`src/rtl/imem_loader_pkg.sv`:
```
// Shared types and framing constants for the instruction-memory loader.
// Stream format: 2-byte big-endian word count followed by big-endian 32-bit words.
package imem_loader_pkg;

  typedef enum logic [2:0] {
    IDLE,
    LEN_HI,
    LEN_LO,
    DATA,
    DONE,
    ERR
  } state_t;

  localparam int HDR_BYTES      = 2;
  localparam int BYTES_PER_WORD = 4;

endpackage

```
`src/rtl/imem_loader_byte_packer.sv`:
```
// 8->32 big-endian packer: word_vld pulses one cycle after the fourth byte shifts in.
// No backpressure of its own; the word stays on word_dat until the next byte shifts.
module byte_packer
  import imem_loader_pkg::*;
(
  input  logic        clk,
  input  logic        rst_n,
  input  logic        clear,
  input  logic        shift,
  input  logic [7:0]  din,
  output logic        word_end,
  output logic        word_vld,
  output logic [31:0] word_dat
);

  localparam int CNT_W = $clog2(BYTES_PER_WORD);

  logic [CNT_W-1:0] cnt;

  // High when the byte currently offered completes a word.
  assign word_end = (cnt == CNT_W'(BYTES_PER_WORD - 1));

  always_ff @(posedge clk or negedge rst_n) begin
    if (!rst_n) begin
      cnt      <= '0;
      word_vld <= 1'b0;
      word_dat <= '0;
    end else begin
      word_vld <= shift && word_end;
      if (clear) begin
        cnt <= '0;
      end else if (shift) begin
        word_dat <= {word_dat[23:0], din};
        cnt      <= cnt + 1'b1;
      end
    end
  end

endmodule

```
`src/rtl/imem_loader.sv`:
```
// Loads a length-prefixed byte stream into instruction memory while holding the CPU.
// Each word is written one cycle after its last byte; in_ready depends only on state.
module imem_loader
  import imem_loader_pkg::*;
#(
  parameter int MAX_WORDS = 256,
  parameter int ADDR_W    = 32
) (
  input  logic              clk,
  input  logic              rst_n,
  input  logic              start,
  input  logic [7:0]        in_data,
  input  logic              in_valid,
  output logic              in_ready,
  output logic              imem_we,
  output logic [ADDR_W-1:0] imem_addr,
  output logic [31:0]       imem_wdata,
  output logic              cpu_hold,
  output logic              busy,
  output logic              done,
  output logic              error,
  output logic [15:0]       words_loaded
);

  localparam logic [16:0] MAX_N = 17'(MAX_WORDS);

  state_t            state;
  logic [7:0]        len_hi;
  logic [15:0]       len;
  logic [15:0]       rx_words;
  logic [ADDR_W-1:0] addr;
  logic [15:0]       hdr_n;
  logic              xfer;
  logic              data_xfer;
  logic              start_ok;
  logic              word_end;

  assign in_ready  = (state == LEN_HI) || (state == LEN_LO) || (state == DATA);
  assign xfer      = in_valid && in_ready;
  assign data_xfer = xfer && (state == DATA);
  assign start_ok  = start && ((state == IDLE) || (state == DONE) || (state == ERR));
  assign hdr_n     = {len_hi, in_data};
  assign imem_addr = addr;

  byte_packer u_packer (
    .clk      (clk),
    .rst_n    (rst_n),
    .clear    (start_ok),
    .shift    (data_xfer),
    .din      (in_data),
    .word_end (word_end),
    .word_vld (imem_we),
    .word_dat (imem_wdata)
  );

  always_ff @(posedge clk or negedge rst_n) begin
    if (!rst_n) begin
      state        <= IDLE;
      len_hi       <= '0;
      len          <= '0;
      rx_words     <= '0;
      addr         <= '0;
      cpu_hold     <= 1'b1;
      busy         <= 1'b0;
      done         <= 1'b0;
      error        <= 1'b0;
      words_loaded <= '0;
    end else begin
      // Address and count advance as each write retires; a new start overrides below.
      if (imem_we) begin
        addr         <= addr + ADDR_W'(4);
        words_loaded <= words_loaded + 16'd1;
      end
      case (state)
        IDLE, DONE, ERR: begin
          if (start) begin
            state        <= LEN_HI;
            busy         <= 1'b1;
            cpu_hold     <= 1'b1;
            done         <= 1'b0;
            error        <= 1'b0;
            words_loaded <= '0;
            addr         <= '0;
            rx_words     <= '0;
          end
        end
        LEN_HI: begin
          if (xfer) begin
            len_hi <= in_data;
            state  <= LEN_LO;
          end
        end
        LEN_LO: begin
          if (xfer) begin
            len <= hdr_n;
            if (hdr_n == 16'd0) begin
              state    <= DONE;
              busy     <= 1'b0;
              done     <= 1'b1;
              cpu_hold <= 1'b0;
            end else if ({1'b0, hdr_n} > MAX_N) begin
              state <= ERR;
              busy  <= 1'b0;
              error <= 1'b1;
            end else begin
              state <= DATA;
            end
          end
        end
        DATA: begin
          if (data_xfer && word_end) begin
            rx_words <= rx_words + 16'd1;
            // Release the CPU in the same cycle the final word is strobed.
            if (rx_words == len - 16'd1) begin
              state    <= DONE;
              busy     <= 1'b0;
              done     <= 1'b1;
              cpu_hold <= 1'b0;
            end
          end
        end
        default: state <= IDLE;
      endcase
    end
  end

endmodule

```
`config.mk`:
```
export PLATFORM = sky130hd
export DESIGN_NAME = imem_loader
export DESIGN_NICKNAME = d
export VERILOG_FILES = /design/src/rtl/imem_loader_pkg.sv /design/src/rtl/imem_loader_byte_packer.sv /design/src/rtl/imem_loader.sv
export SDC_FILE = /design/constraint.sdc
export NUM_CORES = 1
export LEC_CHECK = 0
export ABC_AREA = 1
export ABC_CLOCK_PERIOD_IN_PS = 2750
export BUFFER_PORTS_ARGS = -buffer_cell sky130_fd_sc_hd__buf_2
export CORE_MARGIN = 2
export CORE_UTILIZATION = 45
export DETAILED_ROUTE_END_ITERATION = 6
export PLACE_DENSITY = 0.62
export SYNTH_ARGS = -nofsm -noshare
export SYNTH_HDL_FRONTEND = slang
export SYNTH_SLANG_ARGS = --single-unit
export TNS_END_PERCENT = 50
```
`constraint.sdc`:
```
create_clock -name clk -period 2.75 [get_ports clk]
set_clock_uncertainty 0.15 [all_clocks]
set_input_delay 0.1375 -clock clk [delete_from_list [all_inputs] [get_ports clk]]
set_output_delay 0.1375 -clock clk [all_outputs]
set_load 0.01 [all_outputs]
```
### After elaboration in Yosys (flattened, before gate mapping)

Cells that the tools add are included.

* add/sub/neg operators: 5
* magnitude comparators: 1
* equal/unequal tests: 16
* mux-type cells: 39
* bitwise operators: 1
* reduce and logical (&&, ||, !) cells: 23

Operators by type and width (count)
* $mux 32: 3
* $mux 16: 5
* $add 16x1->16 const B: 2
* $add 32x3->32 const B: 1
* $pmux 16 s2: 1
* $mux 3: 7
* $eq 16x16->1: 1
* $gt 16x9->1 const B: 1
* $logic_not 16->1: 1
* $mux 1: 16
* $sub 16x1->16 const B: 1
* $pmux 3 s4: 1
* $reduce_and 6->1: 2
* $reduce_and 5->1: 2
* $pmux 1 s3: 3
* $ne 2x1->1 const B: 4
* $ne 2x2->1 const B: 4
* $eq 3x2->1 const B: 2
* $eq 3x3->1 const B: 2
* $reduce_and 2->1: 3
* $reduce_bool 2->1: 3
* $logic_and 1x1->1: 4
* $logic_or 1x1->1: 4
* $mux 2: 2
* other kinds (10): 10

* bits in registers: 130
* input bits: 12
* output and inout bits: 86
* logic and storage cells: 98

### Depth between registers and ports, before layout

Gate-level depths: netlist of run 1.

* depth in word-level cells: 8
* gate-level depth with buffers: 16
* depth with buffers taken out: 16

### Modules after synthesis

From an unflattened synthesis of run 1, not the netlist that was laid out.

* cells, all modules: 864
* area, all modules: 6831.6 um^2

By module, submodules not included
* imem_loader: times used 1, cells an instance 710, area an instance 5307.6 um^2, seq. area each 2328.5 um^2
* byte_packer: times used 1, cells an instance 154, area an instance 1524.0 um^2, seq. area each 875.8 um^2

### Worst setup path after synthesis of run 1

Ideal clock, no wire load.

* path kind: reg-to-reg
* from: register len[0]
* to: register done
* library setup time: 117 ps
* arrival time: 1689 ps
* required time: 2483 ps
* slack: 795 ps
* stages on the path, launching flop included: 16
* buffers on the path: 0
* clock period less this slack: 1955 ps
* path through: dfrtp_1 inv_1 ha_1 nand2_1 nor2_4 nand2_1 nand2_1 nand2_1 nor2_1 nand2_1 nor2_1 nand2_1 nand2_2 nand2_1 nand2_1 nand2_1

* word-level cells in the longest chain between the ends: 4

Ends and longest elaborated chain
* start: declaration: RTL line imem_loader.sv:29 `logic [15:0] len;`
* start signal: assignment: RTL line imem_loader.sv:95 `len <= hdr_n;`
* $sub 16x1->16: RTL line imem_loader.sv:114 `if (rx_words == len - 16'd1) begin`
* $eq 16x16->1: RTL line imem_loader.sv:114
* $ne 2x1->1 (no line)
* $reduce_and 6->1 (no line)
* end signal: assignment: RTL line imem_loader.sv:80 `done <= 1'b0;`
* end signal: assignment: RTL line imem_loader.sv:99 `done <= 1'b1;`
* end signal: assignment: RTL line imem_loader.sv:117 `done <= 1'b1;`
* end: declaration: RTL line imem_loader.sv:20 `output logic done,`

No other way between the ends.
A chain may end at the register's enable or synchronous reset.

### Worst setup path after layout of run 1

Ends and elaborated chain as after synthesis.

==> results of run 1 <==
## cells in the mapped netlist (all sizes together) (8+ instances only)
library cell    n
a21oi          25
buf             8
clkbuf         10
dfrtp         127
inv            90
mux2           24
nand2         198
nand3          38
nand4          16
nor2           96
nor3           23
o21ai          46
xnor2          10
xor2           27
## power by group through the flow
stage / clock [mW] / sequential (mW) / combinational (mW)
after global routing: 2.33 / 2.70 / 2.31
final: 2.18 / 2.64 / 2.03
after detailed placement: 0 / 2.66 / 2.04
after CTS: 2.23 / 2.64 / 2.06
after floorplan: 0 / 2.69 / 1.36
after global placement: 0 / 2.66 / 2.01
## stage by stage
step,setup slack (ps),power [mW],cell area [um^2]
floorplan,795,4.05,6550
global placement,628,4.68,7230
detailed placement,572,4.70,7230
CTS,562,6.93,7910
global route,294,7.34,7910
finish,562,6.85,7910
## layer usage
layer,global-route usage [%],up-vias,part of all wire (%)
met5,0,-,0
met4,9.12,0,2.3
met3,5.54,30,5.4
met2,30.6,144,44
met1,27.9,2548,49
li1,-,2744,-
## worst reg2reg max path: cells and delay by family, from the launching register on
kind / cells / cell delay (ps)
adder cells (fa/ha/maj): 1 / 260
buffers and inverters: 1 / 150
flip-flops: 1 / 370
AND/OR/NAND/NOR: 13 / 1140
## cells in the final DEF, fill, tap and decap left out, types with 5 or more instances in the layout
cell type / count
sky130_fd_sc_hd__nand2_1: 190
sky130_fd_sc_hd__nand2_2: 5
sky130_fd_sc_hd__nand3_1: 36
sky130_fd_sc_hd__o21ai_0: 45
sky130_fd_sc_hd__clkbuf_16: 17
sky130_fd_sc_hd__inv_2: 5
sky130_fd_sc_hd__nor4_1: 5
sky130_fd_sc_hd__mux2_2: 24
sky130_fd_sc_hd__nor3_1: 19
sky130_fd_sc_hd__nor2_1: 83
sky130_fd_sc_hd__dfrtp_1: 127
sky130_fd_sc_hd__clkinv_4: 5
sky130_fd_sc_hd__ha_1: 5
sky130_fd_sc_hd__dlygate4sd3_1: 10
sky130_fd_sc_hd__nor2_4: 6
sky130_fd_sc_hd__nor2_2: 6
sky130_fd_sc_hd__inv_1: 85
sky130_fd_sc_hd__nand3b_1: 5
sky130_fd_sc_hd__buf_2: 94
sky130_fd_sc_hd__xnor2_1: 10
sky130_fd_sc_hd__a21oi_1: 24
sky130_fd_sc_hd__nand4_1: 16
sky130_fd_sc_hd__xor2_1: 27
## area by class of cell
cell class	count	area [um^2]
Fill cell	1365	6460
Sequential cell	128	3200
Multi-Input combinational cell	543	2920
Timing Repair Buffer	110	632
Clock buffer	19	443
Inverter	92	345
Tap cell	184	230
Clock inverter	13	131
## path summary, 6_finish.rpt
kind / start / end / slack (ps) / cells after the start
max: len[0]$_DFFE_PN0P_ / done$_DFFE_PN0P_ / 560 / 15
min: rst_n / imem_addr[22]$_DFF_PN0_ / 40 / 2
max reg2reg: len[0]$_DFFE_PN0P_ / done$_DFFE_PN0P_ / 560 / 15
min reg2reg: cpu_hold$_DFFE_PN1P_ / cpu_hold$_DFFE_PN1P_ / 310 / 2
max in group asynchronous: rst_n / cpu_hold$_DFFE_PN1P_ / 1570 / 3
min in group clk: start / rx_words[1]$_DFFE_PN0P_ / 120 / 7
## flip-flops by register name (all words and copies together), names as in the netlist, 2 cells and up
name	count
len_hi	8
u_packer.cnt	2
rx_words	16
imem_addr	30
u_packer.word_dat	32
state	3
len	16
words_loaded	16
## cells by family after synthesis
| family | synth area share [%] |
|---|---|
| DFF | 48.9 |
| other | 0.0573 |
| and+or+nand+nor | 26.7 |
| muxes | 4.13 |
| AOI/OAI and AO/OA | 7.78 |
| adders and majority gates | 0.955 |
| xor gates and xnor gates | 4.95 |
| buffers and inverters | 6.55 |
## what timing repair did
| action | in CTS | in global routing |
|---|---|---|
| endpoints found under the hold margin | 154 | 0 |
| gates resized for setup | 0 | 0 |
| endpoints found under the setup margin | 0 | 0 |
| hold buffers | 10 | 0 |
==> metrics.json, run 1 <==
{
  "switching_share": {"value": 36.2, "unit": "%"},
  "p_per_area": {"value": 866, "unit": "nW/um^2"},
  "layout-drive-gt1-share": {"value": 21.3, "unit": "%"},
  "maxSlewHeadroom": {"value": 62.0, "unit": "%"},
  "layout.core_utilization": {"value": 55.0, "unit": "%"},
  "ys_seq_elements": {"value": 128},
  "drt_iter0_drc": {"value": 349},
  "setup_repair_after_global_routing_missed_its_margin": {"value": "false"},
  "globalplace.congestion": {"value": 0.869},
  "register_area_share_after_synthesis": {"value": 48.9, "unit": "%"},
  "criticalPathCategory": {"value": "reg -> reg"},
  "cts.root.buffer_cell": {"value": "sky130_fd_sc_hd__clkbuf_16"},
  "ir_drop": {"value": 549, "unit": "uV"},
  "clk_pin_slew": {"value": 60, "unit": "ps"},
  "internal_power": {"value": 4.37, "unit": "mW"},
  "first_pass_iters": {"value": 4},
  "yosys.cell_types.count": {"value": 45},
  "num_antenna_cells": {"value": 0},
  "p_leak": {"value": 4.10, "unit": "nW"},
  "grt_start_max_net_pins": {"value": 54},
  "numPortBuffers": {"value": 95},
  "synth_area_leaders": {"value": "sky130_fd_sc_hd__dfrtp_1, sky130_fd_sc_hd__nand2_1, sky130_fd_sc_hd__inv_1, sky130_fd_sc_hd__nor2_1, sky130_fd_sc_hd__mux2_2"},
  "fp.dieArea": {"value": 15500, "unit": "um^2"},
  "syn-cell-area": {"value": 6550, "unit": "um^2"},
  "syn_area_per_cell": {"value": 8.40, "unit": "um^2"},
  "min_period_over_period": {"value": 79.6, "unit": "%"},
  "crit_path_top_delay_cell": {"value": "sky130_fd_sc_hd__dfrtp_1"},
  "finalNetCount": {"value": 909},
  "placeableCoreArea": {"value": 14400, "unit": "um^2"},
  "worst_path_largest_cell_delay": {"value": 370, "unit": "ps"},
  "worst_setup_path_end_kind": {"value": "flip-flop"},
  "groute.usage.overall": {"value": 20.4, "unit": "%"},
  "drcViolationCount": {"value": 0},
  "setup_tns": {"value": 0, "unit": "ps"},
  "startpoint_type": {"value": "flip-flop"},
  "final_period_demand_of_the_worst_path": {"value": 2190, "unit": "ps"},
  "post-synth-top-area-cell": {"value": "sky130_fd_sc_hd__dfrtp_1"},
  "area_growth": {"value": 20.7, "unit": "%"},
  "seq_power_share": {"value": 38.5, "unit": "%"},
  "transition_time_at_the_pin_with_the_least_slew_margin": {"value": 565, "unit": "ps"},
  "vias_in_the_first_global_route": {"value": 5320},
  "via_count": {"value": 5466},
  "max_clock_freq": {"value": 457, "unit": "MHz"},
  "arrival": {"value": 2360, "unit": "ps"},
  "dpl.cell_count": {"value": 1047},
  "setup_viol": {"value": 0},
  "switching_power": {"value": 2.48, "unit": "mW"},
  "dp.final_hpwl": {"value": 10700, "unit": "um"},
  "vias_per_cell": {"value": 5.02},
  "row_count": {"value": 44},
  "antenna_violation_net_count_after_detailed_routing": {"value": 0},
  "drt-total-wl": {"value": 15000, "unit": "um"},
  "crit_path_required_time": {"value": 2920, "unit": "ps"},
  "cts-buffers-inserted": {"value": 17},
  "maxCapViolCount": {"value": 0},
  "tritoncts_num_sinks": {"value": 128},
  "cts_htree_levels": {"value": 4},
  "io-pin-count": {"value": 98},
  "async_flop_share": {"value": 100, "unit": "%"},
  "synthesis.yosys.warnings": {"value": 0},
  "die_w": {"value": 125, "unit": "um"},
  "p_comb_share": {"value": 29.7, "unit": "%"},
  "clk_network_pwr_share": {"value": 31.8, "unit": "%"},
  "synth-main-ff-cell": {"value": "sky130_fd_sc_hd__dfrtp_1"},
  "stdcell_count": {"value": 1089},
  "cp_max_fo": {"value": 7},
  "whs": {"value": 39.1, "unit": "ps"},
  "clock_tree.buffer_depth": {"value": 2},
  "antenna_found_initial": {"value": 0},
  "outcome": {"value": "finished, final reports clean"},
  "grt-ovfl-total": {"value": 0},
  "synth_top_cell_area_share": {"value": 48.5, "unit": "%"},
  "post-cts-setup-buffer-count": {"value": 0},
  "hold_viol_final": {"value": 0},
  "worstPathBufferInverterCount": {"value": 1},
  "synthesis.instances": {"value": 780},
  "critical_path_cell_sequence": {"value": "inv_1 > ha_1 > nand2_1 > nor2_4 > nand2_1 > nand2_1 > nand2_1 > nor2_1 > nand2_1 > nor2_1 > nand2_1 > nand2_2 > nand2_1 > nand2_1 > nand2_1"},
  "initial_utilization": {"value": 45.6, "unit": "%"},
  "first_pass_grt_wire_length": {"value": 25800, "unit": "um"},
  "post_drt_wl_per_cell": {"value": 13.7, "unit": "um"},
  "clock_tree_from_tritoncts": {"value": "built"},
  "worst_skew_pair.late_latency": {"value": 430, "unit": "ps"},
  "die_height": {"value": 125, "unit": "um"},
  "maxSlewViolCount": {"value": 0},
  "synth_edf_count": {"value": 0},
  "holdCritPathClass": {"value": "in -> async"},
  "critPathMostFrequentCell": {"value": "sky130_fd_sc_hd__nand2_1"},
  "critical-path-top-delay-family": {"value": "simple AND/OR/NAND/NOR gates"}
}
Power figures use the tool's default switching activity.
==> inputs of run 2 (changes only) <==
- ABC_CLOCK_PERIOD_IN_PS: 2750 -> 2270
- clock period: 2.75 -> 2.27 ns (I/O delays scaled with it)
==> run 2 against run 1 <==
Against the previous run:
- first-iteration DRC count is 20% lower
- cell area is 1.8% higher
- total power is 24% higher
- critical path depth is 7 lower
- combinational power is 25% higher
- die area stayed put
- via count hardly changed
- setup slack worse by 340 ps
- fmax is 7.1% higher
- routed wire length is 1.5% higher
- critical path type unchanged
- critical endpoint is now imem_addr[30]$_DFF_PN0_
- largest power group unchanged
==> metrics.json, run 2 (same netlist as run 1, synthesis figures left out) <==
{
  "outcome": {"value": "finished, final reports clean"},
  "critPathMostFrequentCell": {"value": "sky130_fd_sc_hd__nor2_1"},
  "mostFrequentLayoutCells": {"value": "sky130_fd_sc_hd__nand2_1, sky130_fd_sc_hd__dfrtp_1, sky130_fd_sc_hd__buf_2"},
  "ir_drop": {"value": 747, "unit": "uV"},
  "p_comb_share": {"value": 29.7, "unit": "%"},
  "filler_cell_count": {"value": 1346},
  "r2r_cells": {"value": 8},
  "p_per_area": {"value": 1060, "unit": "nW/um^2"},
  "whs": {"value": 65.1, "unit": "ps"},
  "cts-buffers-inserted": {"value": 17},
  "stdcell_count": {"value": 1097},
  "design_area": {"value": 8050, "unit": "um^2"},
  "transition_time_at_the_pin_with_the_least_slew_margin": {"value": 512, "unit": "ps"},
  "dpl.cell_count": {"value": 1056},
  "seq_power_share": {"value": 37.9, "unit": "%"},
  "worst_skew_pair.late_latency": {"value": 420, "unit": "ps"},
  "groute.usage.overall": {"value": 20.8, "unit": "%"},
  "crit_path_top_delay_cell": {"value": "sky130_fd_sc_hd__dfrtp_1"},
  "die_w": {"value": 125, "unit": "um"},
  "setup_slack": {"value": 226, "unit": "ps"},
  "setup_repair_after_global_routing_missed_its_margin": {"value": "true"},
  "maxSlewHeadroom": {"value": 65.9, "unit": "%"},
  "area_growth": {"value": 22.9, "unit": "%"},
  "clock_tree.buffer_depth": {"value": 2},
  "maxSlewViolCount": {"value": 0},
  "criticalPathCategory": {"value": "reg -> reg"},
  "startpoint_type": {"value": "flip-flop"},
  "final_period_demand_of_the_worst_path": {"value": 2040, "unit": "ps"},
  "clk_pin_slew": {"value": 60, "unit": "ps"},
  "drt_iter0_drc": {"value": 279},
  "io-pin-count": {"value": 98},
  "largest_register_ff_count": {"value": 32},
  "switching_power": {"value": 3.00, "unit": "mW"},
  "hold_viol_final": {"value": 0},
  "switching_share": {"value": 35.2, "unit": "%"},
  "arrival": {"value": 2190, "unit": "ps"},
  "setup_viol": {"value": 0},
  "antenna_found_initial": {"value": 0},
  "post_drt_wl_per_cell": {"value": 13.9, "unit": "um"},
  "critical_path.reg2reg.endpoint": {"value": "imem_addr[30]$_DFF_PN0_"},
  "layout.cells.most_common": {"value": "sky130_fd_sc_hd__nand2_1"},
  "via_count": {"value": 5467},
  "antenna_violation_net_count_after_detailed_routing": {"value": 0},
  "post-cts-setup-buffer-count": {"value": 0},
  "dp.final_hpwl": {"value": 10900, "unit": "um"},
  "initial_utilization": {"value": 45.6, "unit": "%"},
  "critical_path_cell_sequence": {"value": "ha_1 > nand3_1 > nor2_1 > nand2_1 > nor2_1 > nand3_1 > xor2_1 > nor2_1"},
  "clock_tree_from_tritoncts": {"value": "built"},
  "dpl_cell_area": {"value": 7310, "unit": "um^2"},
  "grt_start_max_net_pins": {"value": 56},
  "registers.top_by_ff_count": {"value": "u_packer.word_dat"},
  "tritoncts_num_sinks": {"value": 128},
  "min_period_over_period": {"value": 90.0, "unit": "%"},
  "p_leak": {"value": 4.15, "unit": "nW"},
  "holdCritPathClass": {"value": "in -> async"},
  "preCtsSetupSlack": {"value": 165, "unit": "ps"},
  "worstReg2RegStart": {"value": "imem_addr[2]$_DFF_PN0_"},
  "die_height": {"value": 125, "unit": "um"},
  "drcViolationCount": {"value": 0},
  "placeableCoreArea": {"value": 14400, "unit": "um^2"},
  "vias_in_the_first_global_route": {"value": 5299},
  "globalplace.congestion": {"value": 0.846},
  "first_pass_iters": {"value": 4},
  "row_count": {"value": 44},
  "first_pass_grt_wire_length": {"value": 25900, "unit": "um"},
  "cts_htree_levels": {"value": 4},
  "layout.core_utilization": {"value": 56.0, "unit": "%"},
  "fp.dieArea": {"value": 15500, "unit": "um^2"},
  "crit_path_required_time": {"value": 2420, "unit": "ps"},
  "setup_tns": {"value": 0, "unit": "ps"},
  "worst_setup_path_end_kind": {"value": "flip-flop"},
  "numPortBuffers": {"value": 95},
  "finalNetCount": {"value": 918},
  "clk_network_pwr_share": {"value": 32.5, "unit": "%"},
  "cts.root.buffer_cell": {"value": "sky130_fd_sc_hd__clkbuf_16"},
  "num_antenna_cells": {"value": 0},
  "layout-drive-gt1-share": {"value": 23.1, "unit": "%"},
  "worst_path_largest_cell_delay": {"value": 500, "unit": "ps"},
  "max_clock_freq": {"value": 489, "unit": "MHz"},
  "internal_power": {"value": 5.52, "unit": "mW"},
  "maxCapViolCount": {"value": 0},
  "grt-ovfl-total": {"value": 0},
  "vias_per_cell": {"value": 4.98},
  "power": {"value": 8.52, "unit": "mW"},
  "worst-r2r-setup-slack": {"value": 230, "unit": "ps"},
  "cp_max_fo": {"value": 7},
  "drt-total-wl": {"value": 15200, "unit": "um"}
}
==> run 2: area by class of cell <==
class,instances,area (um^2),share of cell area [%]
clock inverter,13,166,2.07
multi-input combinational,543,2960,36.8
tap,184,230,2.86
clock buffer,18,429,5.33
sequential,128,3210,39.8
inverter,92,345,4.29
timing repair buffer,119,712,8.84
==> run 2: how the worst max path moves through the flow <==
stage	end	startpoint	slack [ps]	depth (start not counted)
after detailed placement	done$_DFFE_PN0P_	len[1]$_DFFE_PN0P_	160	15
after global routing	done$_DFFE_PN0P_	len[2]$_DFFE_PN0P_	-20	14
after floorplan	done$_DFFE_PN0P_	len[0]$_DFFE_PN0P_	310	15
after global placement	state[0]$_DFFE_PN0P_	len[1]$_DFFE_PN0P_	230	15
after CTS	done$_DFFE_PN0P_	len[0]$_DFFE_PN0P_	150	15
final	imem_addr[30]$_DFF_PN0_	imem_addr[2]$_DFF_PN0_	230	8
==> run 2: power by group through the flow <==
stage / logic, mW / clock network, mW / registers, mW
floorplan: 1.65 / 0 / 3.26
global placement: 2.45 / 0 / 3.23
detailed placement: 2.47 / 0 / 3.23
CTS: 2.50 / 2.81 / 3.20
global route: 2.90 / 2.93 / 3.29
finish: 2.53 / 2.77 / 3.23
==> run 2: timing repair <==
| action | 4_1_cts | 5_1_grt |
|---|---|---|
| setup endpoints to repair | 0 | 7 |
| hold buffers | 10 | 0 |
| endpoints found under the hold margin | 153 | 0 |
| resized for setup | 0 | 14 |
==> run 2: layer usage <==
layer,routed length (um),vias to the layer above,GRT usage [%]
met5,0,-,0
met4,259,0,8.33
met3,762,20,4.25
met2,7040,129,32.1
met1,7140,2571,28.7
li1,-,2747,-
==> run 2: critical path, delay by kind of cell, from the launching register on <==
| kind | cells | cell delay [ps] |
|---|---|---|
| xor gates and xnor gates | 1 | 150 |
| adders and majority gates | 1 | 260 |
| DFF | 1 | 500 |
| and+or+nand+nor | 6 | 860 |
